File: config.mk
export PLATFORM = sky130hd
export DESIGN_NAME = writeback_arbiter
export DESIGN_NICKNAME = d
export VERILOG_FILES = /design/src/rtl/wb_pkg.sv /design/src/rtl/wb_queue.sv /design/src/rtl/writeback_arbiter.sv
export SDC_FILE = /design/constraint.sdc
export NUM_CORES = 1
export LEC_CHECK = 0
export BUFFER_PORTS_ARGS = -buffer_cell sky130_fd_sc_hd__buf_2
export CORE_MARGIN = 10
export CORE_UTILIZATION = 34
export DETAILED_ROUTE_END_ITERATION = 10
export GPL_ROUTABILITY_DRIVEN = 1
export SYNTH_ARGS = -nofsm -noshare
export SYNTH_HDL_FRONTEND = slang
export SYNTH_SLANG_ARGS = --single-unit
File: constraint.sdc
create_clock -name clock -period 3.2 [get_ports clock]
set_input_delay 0 -clock clock [delete_from_list [all_inputs] [get_ports clock]]
set_output_delay 0 -clock clock [all_outputs]
set_load 0.1 [all_outputs]
File: src/rtl/wb_pkg.sv
// Shared constants and the queued write-back entry type for the writeback arbiter.
package wb_pkg;

  localparam int DATA_WIDTH     = 32;
  localparam int REG_ADDR_WIDTH = 5;
  localparam int REG_COUNT      = 32;

  typedef struct packed {
    logic [REG_ADDR_WIDTH-1:0] rd;
    logic [DATA_WIDTH-1:0]     data;
  } wb_entry_t;

endpackage

File: src/rtl/wb_queue.sv
// Synchronous in-order FIFO of long-latency write-back entries.
// The caller never pushes when full nor pops when empty; count is registered.
module wb_queue
  import wb_pkg::*;
#(
  parameter  int DEPTH = 4,
  localparam int PTR_W = $clog2(DEPTH),
  localparam int CNT_W = $clog2(DEPTH + 1)
) (
  input  logic             clock,
  input  logic             reset,
  input  logic             push,
  input  wb_entry_t        push_entry,
  input  logic             pop,
  output wb_entry_t        pop_entry,
  output logic             full,
  output logic             empty,
  output logic [CNT_W-1:0] count
);

  localparam logic [CNT_W-1:0] FULL_COUNT = CNT_W'(DEPTH);

  wb_entry_t        mem_q [DEPTH];
  wb_entry_t        mem_d [DEPTH];
  logic [PTR_W-1:0] wr_ptr_q, wr_ptr_d;
  logic [PTR_W-1:0] rd_ptr_q, rd_ptr_d;
  logic [CNT_W-1:0] count_q, count_d;

  always_comb begin
    mem_d    = mem_q;
    wr_ptr_d = wr_ptr_q;
    rd_ptr_d = rd_ptr_q;
    count_d  = count_q;
    if (push) begin
      mem_d[wr_ptr_q] = push_entry;
      wr_ptr_d        = wr_ptr_q + 1'b1;
    end
    if (pop) begin
      rd_ptr_d = rd_ptr_q + 1'b1;
    end
    case ({push, pop})
      2'b10:   count_d = count_q + 1'b1;
      2'b01:   count_d = count_q - 1'b1;
      default: count_d = count_q;
    endcase
  end

  // Pointers wrap for free because DEPTH is a power of two.
  always_ff @(posedge clock) begin
    if (reset) begin
      wr_ptr_q <= '0;
      rd_ptr_q <= '0;
      count_q  <= '0;
    end else begin
      wr_ptr_q <= wr_ptr_d;
      rd_ptr_q <= rd_ptr_d;
      count_q  <= count_d;
    end
  end

  always_ff @(posedge clock) begin
    mem_q <= mem_d;
  end

  assign pop_entry = mem_q[rd_ptr_q];
  assign full      = (count_q == FULL_COUNT);
  assign empty     = (count_q == '0);
  assign count     = count_q;

endmodule

File: src/rtl/writeback_arbiter.sv
// Register-file write-port arbiter: ALU results win, long-latency results drain
// through wb_queue, and a pending-destination scoreboard feeds decode stalls.
// Optional WB_STALL_COUNT_EN adds a saturating stall_cycles counter output.
module writeback_arbiter
  import wb_pkg::*;
#(
  parameter int DATA_WIDTH     = wb_pkg::DATA_WIDTH,
  parameter int REG_ADDR_WIDTH = wb_pkg::REG_ADDR_WIDTH,
  parameter int QUEUE_DEPTH    = 4
) (
  input  logic                      clock,
  input  logic                      reset,
  input  logic                      alu_valid,
  input  logic [REG_ADDR_WIDTH-1:0] alu_rd,
  input  logic [DATA_WIDTH-1:0]     alu_data,
  input  logic                      mem_valid,
  output logic                      mem_ready,
  input  logic [REG_ADDR_WIDTH-1:0] mem_rd,
  input  logic [DATA_WIDTH-1:0]     mem_data,
  input  logic                      issue_valid,
  input  logic [REG_ADDR_WIDTH-1:0] issue_rd,
  output logic [REG_COUNT-1:0]      pending_mask,
  output logic [REG_ADDR_WIDTH-1:0] rd,
  output logic [DATA_WIDTH-1:0]     writeData,
  output logic                      registerWrite
`ifdef WB_STALL_COUNT_EN
  ,
  output logic [31:0]               stall_cycles
`endif
);

  localparam int               CNT_W      = $clog2(QUEUE_DEPTH + 1);
  localparam logic [CNT_W-1:0] FULL_COUNT = CNT_W'(QUEUE_DEPTH);

  wb_entry_t        push_entry;
  wb_entry_t        head_entry;
  logic             queue_push;
  logic             queue_pop;
  logic             queue_full;
  logic             queue_empty;
  logic [CNT_W-1:0] queue_count;

  logic alu_commit;
  logic mem_accept;

  logic [REG_ADDR_WIDTH-1:0] rd_q, rd_d;
  logic [DATA_WIDTH-1:0]     write_data_q, write_data_d;
  logic                      register_write_q, register_write_d;
  logic [REG_COUNT-1:0]      pending_q, pending_d;
  logic [REG_COUNT-1:0]      set_mask, clear_mask;

  // Ready looks only at the registered count, so a pop never frees a slot
  // for a push in the same cycle.
  assign mem_ready  = (queue_count != FULL_COUNT) && !reset;
  assign mem_accept = mem_valid && mem_ready;
  assign alu_commit = alu_valid && (alu_rd != '0);

  // Beats to x0 are swallowed on acceptance; they never occupy a slot.
  assign queue_push      = mem_accept && (mem_rd != '0);
  assign queue_pop       = !alu_commit && !queue_empty;
  assign push_entry.rd   = mem_rd;
  assign push_entry.data = mem_data;

  wb_queue #(
    .DEPTH (QUEUE_DEPTH)
  ) u_queue (
    .clock      (clock),
    .reset      (reset),
    .push       (queue_push),
    .push_entry (push_entry),
    .pop        (queue_pop),
    .pop_entry  (head_entry),
    .full       (queue_full),
    .empty      (queue_empty),
    .count      (queue_count)
  );

  always_comb begin
    rd_d             = '0;
    write_data_d     = '0;
    register_write_d = 1'b0;
    if (alu_commit) begin
      rd_d             = alu_rd;
      write_data_d     = alu_data;
      register_write_d = 1'b1;
    end else if (queue_pop) begin
      rd_d             = head_entry.rd;
      write_data_d     = head_entry.data;
      register_write_d = 1'b1;
    end
  end

  // Clear lands on the same edge as the registered write; a same-cycle
  // re-issue of that register overrides the clear.
  always_comb begin
    set_mask   = '0;
    clear_mask = '0;
    if (issue_valid && (issue_rd != '0)) begin
      set_mask[issue_rd] = 1'b1;
    end
    if (queue_pop) begin
      clear_mask[head_entry.rd] = 1'b1;
    end
    pending_d    = (pending_q & ~clear_mask) | set_mask;
    pending_d[0] = 1'b0;
  end

  always_ff @(posedge clock) begin
    if (reset) begin
      rd_q             <= '0;
      write_data_q     <= '0;
      register_write_q <= 1'b0;
      pending_q        <= '0;
    end else begin
      rd_q             <= rd_d;
      write_data_q     <= write_data_d;
      register_write_q <= register_write_d;
      pending_q        <= pending_d;
    end
  end

  assign rd            = rd_q;
  assign writeData     = write_data_q;
  assign registerWrite = register_write_q;
  assign pending_mask  = pending_q;

`ifdef WB_STALL_COUNT_EN
  logic [31:0] stall_q, stall_d;

  always_comb begin
    stall_d = stall_q;
    if (mem_valid && !mem_ready && (stall_q != '1)) begin
      stall_d = stall_q + 32'd1;
    end
  end

  always_ff @(posedge clock) begin
    if (reset) begin
      stall_q <= '0;
    end else begin
      stall_q <= stall_d;
    end
  end

  assign stall_cycles = stall_q;
`endif

  // Decode must never let an ALU result overtake an outstanding long-latency write.
  alu_targets_pending: assert property (@(posedge clock) disable iff (reset)
    !(alu_valid && (alu_rd != '0) && pending_q[alu_rd]));

  no_push_when_full: assert property (@(posedge clock) disable iff (reset)
    !(queue_push && queue_full));

endmodule

==> metrics.txt, run 1 <==
arrival time worst endpoint 2900 ps; row count 57; # resized after CTS 0; Synth Cell Area 8480 um2; Inst Count DP 1003; Vias 5685; Worst Path Max Fanout 8; syn nets 641; R2R cell count 11; Seq pwr share 43.0%; Req. time, crit path 3640 ps; Int Power 5600 uW; flop2flop setup slack 740 ps; Highest Clock Rate 406 MHz; Root Buffer clkbuf_16; post-synthesis compound-gate area fraction 8.92%; Synth Register Bits 224; most common cell after layout, fill and taps aside buf_2; Yosys warning count 0; clock buffer count from CTS 25; Post-synth top flop edfxtp_1; reg-to-reg startpoint u_queue.count[2]; Worst Hold Slack 115 ps; PD cells 662 nW/um2; max cap viols 0; Top-Level Pins 155; final hold vios 0; Worst-Skew Late Latency 520 ps; largest net degree at the start of global routing 78; crit path capture u_queue.count[2]; mux contribution to synthesized area 10.2%; most frequent cells in the layout 153 x buf_2, 148 x edfxtp_1, 93 x dlygate4sd3_1; fin crit period 2460 ps; routability congestion estimate from global placement 0.809; final worst path period share 77.0%; Seq/Total Area, Yosys 70.3%; CP startpoint u_queue.count[2]; synth unique cells 45; Placed Area 9630 um2; layout cells sized above 1 31.1%; HP Start alu_valid; status completed; GRT Resource Usage Total 13.4%; Synth Area in XOR/XNOR 0.413%; Switching Share 26.3%; Die Y 178 um; setup slack after layout 737 ps; total core area 24500 um2; Worst Hold Class input pin to flip-flop; Worst Clk Skew 18.5 ps; Slew Viols, Final 0; final setup violation count 0; Starting Density 34.7%; 1st-pass router iterations 5; Clk network pwr share 41.5%; Vias/cell 4.97; Max rail drop VDD 0.000470 V; Routed wire per std cell 19.2 um; P_sw 1990 uW; vias in the first global route 5814; total negative slack 0 ps; unrepaired setup endpoints after global routing false; Buffers on Ports 153; hpwl dp 13.5 mm; Place WS 730 ps; setup repair bufs after CTS 0; Worst setup EP type flip-flop; Post-Synth Adder-Cell Area 0.973%; Residual DRC 0; global-route wire length before repair 33.8 mm; part of the power in combinational logic 15.5%; GR Overflow Total 0; P_leak 0.00417 uW; critical path type flip-flop to flip-flop; Die X 178 um; slew margin rel. 39.9%; # clock sinks 224; startpoint type of the worst setup path flip-flop; RR Endpoint u_queue.count[2]; synthesis-to-layout area growth 35.2%; Nets 889; antenna violations before repair 0; die footprint 31700 um2; Antenna Nets Post-Route 0; Total Wirelength 21.9 mm; CTS tree done; Post-Layout Cell Count 1143; CTS clk-pin slew, worst paths 60 ps; Post-Synth Simple-Gate Area 6.64%; Avg Cell Area, Syn 15.4 um2; H-tree Lvls 1; post-route cell area 11500 um2; Syn Inst Count 551; fraction of registers with async set/reset 0%; worst slew pin tran 902 ps; main combinational cell family by area after synthesis multiplexers; Post-synth EDFFs 148; CTS Buffer Depth 3; starting DRC count in detailed routing 606; Post-CTS Hold Buffers 93
-- power groups by stage --
stage / clock (uW) / sequential (uW) / combinational, uW
floorplan: 0 / 3620 / 521
global placement: 0 / 3330 / 1080
detailed placement: 0 / 3330 / 1090
CTS: 3220 / 3270 / 1180
global route: 3350 / 3280 / 1250
finish: 3150 / 3270 / 1170
-- sequential cells by signal, summed over array words and instances (netlist names) --
register / flops
writeData: 32
pending_mask: 31
u_queue.count: 3
u_queue.wr_ptr_q: 2
rd: 5
u_queue.rd_ptr_q: 2
registerWrite: 1
u_queue.mem_q: 148
-- worst max-delay path, stage by stage, from the launching register on --
cell	delay [ps]
dfxtp_1	360
nor3b_1	330
a211oi_1	90
buf_4	170
and2_1	160
inv_1	60
ha_1	170
inv_1	60
fa_1	370
xor2_1	160
or3_1	300
a21oi_1	140
-- metrics by stage --
step / total power [uW] / utilization (%)
2_1_floorplan: 4140 / -
3_3_place_gp: 4410 / 39.4
3_5_place_dp: 4420 / 39.4
4_1_cts: 7670 / 46.9
5_1_grt: 7880 / 46.9
6_report: 7590 / 46.9
-- cells by family after synthesis --
kind of cell               Yosys count
DFF                                224
and+or+nand+nor                    119
AOI/OAI and AO/OA                  111
buffers and inverters               46
muxes                               40
adders and majority gates            6
xor gates and xnor gates             4
other                                1
-- synth_stat cells, types with 2 or more instances --
| library cell | instances | share of area (%) |
|---|---|---|
| a211oi_1 | 3 | 0.27 |
| a21oi_1 | 40 | 2.4 |
| a22oi_1 | 32 | 2.8 |
| and2_1 | 2 | 0.15 |
| and3_1 | 4 | 0.29 |
| buf_1 | 5 | 0.22 |
| buf_2 | 11 | 0.65 |
| buf_6 | 3 | 0.40 |
| clkbuf_1 | 17 | 0.75 |
| dfxtp_1 | 76 | 18 |
| edfxtp_1 | 148 | 52 |
| ha_1 | 5 | 0.74 |
| inv_1 | 9 | 0.40 |
| mux2i_1 | 2 | 0.24 |
| mux4_2 | 37 | 9.8 |
| nand2_1 | 40 | 1.8 |
| nand3_1 | 4 | 0.24 |
| nand3b_1 | 2 | 0.18 |
| nand4_1 | 2 | 0.15 |
| nor2_1 | 43 | 1.9 |
| nor2b_1 | 3 | 0.22 |
| nor3_1 | 3 | 0.18 |
| nor3b_1 | 4 | 0.35 |
| o21ai_0 | 2 | 0.12 |
| o31ai_1 | 22 | 1.9 |
| o41ai_1 | 7 | 0.72 |
| o41ai_2 | 2 | 0.38 |
| or3_1 | 4 | 0.29 |
| xor2_1 | 3 | 0.31 |
-- per-layer routing --
layer	vias up	track usage, %	routed length, um
li1	2632	-	-
met1	2807	17.9	9590
met2	225	21.3	10100
met3	21	4.08	2060
met4	0	2.64	228
met5	-	0	0
-- how the worst min path moves through the flow --
stage / endpoint / slack [ps] / cells past startpoint
after floorplan: u_queue.mem_q[0] / 100 / 0
after global placement: u_queue.mem_q[5] / 220 / 1
after detailed placement: u_queue.mem_q[103] / 220 / 1
after CTS: u_queue.rd_ptr_q[1] / 70 / 5
after global routing: u_queue.rd_ptr_q[1] / 170 / 5
final: u_queue.rd_ptr_q[1] / 120 / 5
-- layout make-up --
cell class                 count  area, um2
clock buffer                  30        644
antenna                        1       2.50
multi-input combinational    281       2310
inverter                       9       33.8
timing repair buffer         258       1840
fill                        2095      13000
tap                          324        405
sequential                   224       5970
clock inverter                16        265
(Power assumes the default switching activity.)
==> run 2, diff against run 1 <==
==> constraint.sdc (replaced) <==
create_clock -name clock -period 2.11 [get_ports clock]
set_input_delay 0 -clock clock [delete_from_list [all_inputs] [get_ports clock]]
set_output_delay 0 -clock clock [all_outputs]
set_load 0.1 [all_outputs]
==> metrics.txt, run 2 (synthesis gave the netlist of run 1 again) <==
status finished with violations; failing checks setup timing; Fillers 2130 (+1.7%); GR Overflow Total 0 (unchanged); Residual DRC 0 (unchanged); Worst Clk Skew 24.8 ps (+6.30 ps); Die X 178 um (unchanged); Total Wirelength 22.1 mm (+0.54%); H-tree Lvls 1 (unchanged); R2R cell count 10 (-1); Routed wire per std cell 19.0 um (-1.3%); Worst setup EP type flip-flop; Crit path max-delay family buffers and inverters; Req. time, crit path 2550 ps (-1090 ps); global-route wire length before repair 34.0 mm (+0.76%); setup slack after layout -14.2 ps (-751 ps); delay of the slowest cell on the worst path 540 ps (+170 ps); GRT Resource Usage Total 13.5% (+0.081 points); unrepaired setup endpoints after global routing true; Highest Clock Rate 471 MHz; largest net degree at the start of global routing 78 (unchanged); vias in the first global route 5926 (+1.9%); Max rail drop VDD 0.000692 V (+47%); worst slew pin tran 900 ps (-1.64 ps); Top reg by flops u_queue.mem_q; Util after Layout 47.3% (+0.38 points); max FFs per register 148 (unchanged); antenna violations before repair 1 (+1); die footprint 31700 um2 (unchanged); Top-Level Pins 155 (unchanged); final worst path period share 101%; reg-to-reg startpoint u_queue.count[0]; slew margin rel. 40.0% (+0.11 points); Vias/cell 4.95 (-0.56%); Buffers on Ports 153 (unchanged); max cap viols 0 (unchanged); Slew Viols, Final 0 (unchanged); total core area 24500 um2 (unchanged); row count 57 (unchanged); CTS clk-pin slew, worst paths 60 ps (about the same); P_leak 0.00422 uW (+1.1%); CP startpoint mem_rd[2]; most common cell after layout, fill and taps aside buf_2; arrival time worst endpoint 2560 ps (-340 ps); RR Endpoint u_queue.count[2]; critical path type input pin to flip-flop; Worst Hold Slack 188 ps (+72.4 ps); clock buffer count from CTS 24 (-4.0%); final setup violation count 1 (+1); layout cells sized above 1 34.1% (+3.1 points); slowest stage cell, crit path dlygate4sd3_1; Crit. path cell count 13 (+2); # clock sinks 224 (unchanged); crit path capture u_queue.count[2]; most frequent cells in the layout 151 x buf_2, 148 x edfxtp_1, 92 x dlygate4sd3_1; Worst Hold Class input pin to flip-flop; synthesis-to-layout area growth 36.3%; CTS Buffer Depth 3 (unchanged); flop2flop setup slack -10 ps (-750 ps); Worst Path Max Fanout 2 (-6); Worst-Skew Late Latency 520 ps (about the same); Vias 5757 (+1.3%); Root Buffer clkbuf_16; CTS tree done; Die Y 178 um (unchanged); final hold vios 0 (unchanged); startpoint type of the worst setup path input pin; CP cell instances dlygate4sd3_1, buf_2, nor4_2, buf_4, a211oi_2, and2_4, inv_4, ha_4, inv_2, fa_2, xor2_2, or3_1, a21oi_1; 1st-pass router iterations 5 (unchanged); FF+latch area 5970 um2 (about the same); Nets 910 (+2.4%); area of the multi-input gates 2380 um2 (+3.1%); Antenna Nets Post-Route 0 (unchanged); PD cells 938 nW/um2 (+42%); Buf/Inv on CP 5 (+2); hpwl dp 13.7 mm (+1.7%); routability congestion estimate from global placement 0.774 (-4.3%); Starting Density 34.7% (unchanged); starting DRC count in detailed routing 421 (-31%); fin crit period 2120 ps
## run 2: cell types whose count changed in the layout (fill, tap and decap cells not counted), sizes merged
cell         change
buf             +23
bufinv           -6
clkbuf           +4
clkinv           -2
clkinvlp         +2
diode            +1
dlygate4sd3      -1
## run 2: power breakdown
group          internal, uW  switching, uW
clock network          2360           1640
logic                   680           1250
registers              4850           64.7
total                  7890           2960
## run 2: through the flow
| stage | power (uW) | cells | setup slack, ps | cell area (um2) | setup TNS (ps) |
|---|---|---|---|---|---|
| 3_5_place_dp | 6780 | 1025 | -40.1 | 9810 | -40.1 |
| 4_1_cts | 11000 | 1161 | 15.6 | 11500 | 0 |
| 6_report | 10900 | 1164 | -14.2 | 11600 | -14.2 |
| 2_1_floorplan | 6300 | 551 | 9.74 | 8510 | 0 |
| 3_3_place_gp | 6770 | 1025 | 17.3 | 9810 | 0 |
| 5_1_grt | 11300 | 1163 | -167 | 11600 | -167 |
## run 2: worst min-delay path by stage
stage / from / to / slack, ps / depth (start not counted)
detailed placement: mem_data[20] / u_queue.mem_q[131] / 220 / 1
floorplan: mem_data[0] / u_queue.mem_q[0] / 100 / 0
global placement: mem_data[14] / u_queue.mem_q[51] / 220 / 1
CTS: alu_valid / u_queue.rd_ptr_q[1] / 140 / 6
finish: alu_valid / u_queue.rd_ptr_q[1] / 190 / 6
global route: mem_data[29] / u_queue.mem_q[66] / 240 / 2
## run 2: layout make-up
cell class | instances | share of cell area [%]
Sequential cell | 224 | 51.7
Multi-Input combinational cell | 281 | 20.6
Timing Repair Buffer | 280 | 17.3
Clock buffer | 34 | 5.88
Tap cell | 324 | 3.51
Clock inverter | 10 | 0.649
Inverter | 9 | 0.314
Antenna cell | 2 | 0.0433
## run 2: metal layers
layer / global-route usage [%] / routed length, um / vias up
met2: 21.5 / 10500 / 208
li1: - / - / 2672
met3: 3.70 / 1700 / 21
met1: 18.2 / 9640 / 2856
met4: 2.78 / 260 / 0
met5: 0 / 0 / -
## run 2: what timing repair did
action | 4_1_cts | 5_1_grt
pin swaps | 2 | 8
resized for setup | 5 | 11
setup endpoints to repair | 1 | 3
setup buffers | 0 | 3
hold endpoints to repair | 218 | 0
hold buffers | 92 | 0
## run 2: worst register-to-register path: stages (launching register included)
cell      delay, ps
dfxtp_2         330
nor3b_4         220
a211oi_2         70
and2_4          150
inv_4            50
ha_4            140
inv_2            40
fa_2            370
xor2_2          160
or3_1           370
a21oi_1         140
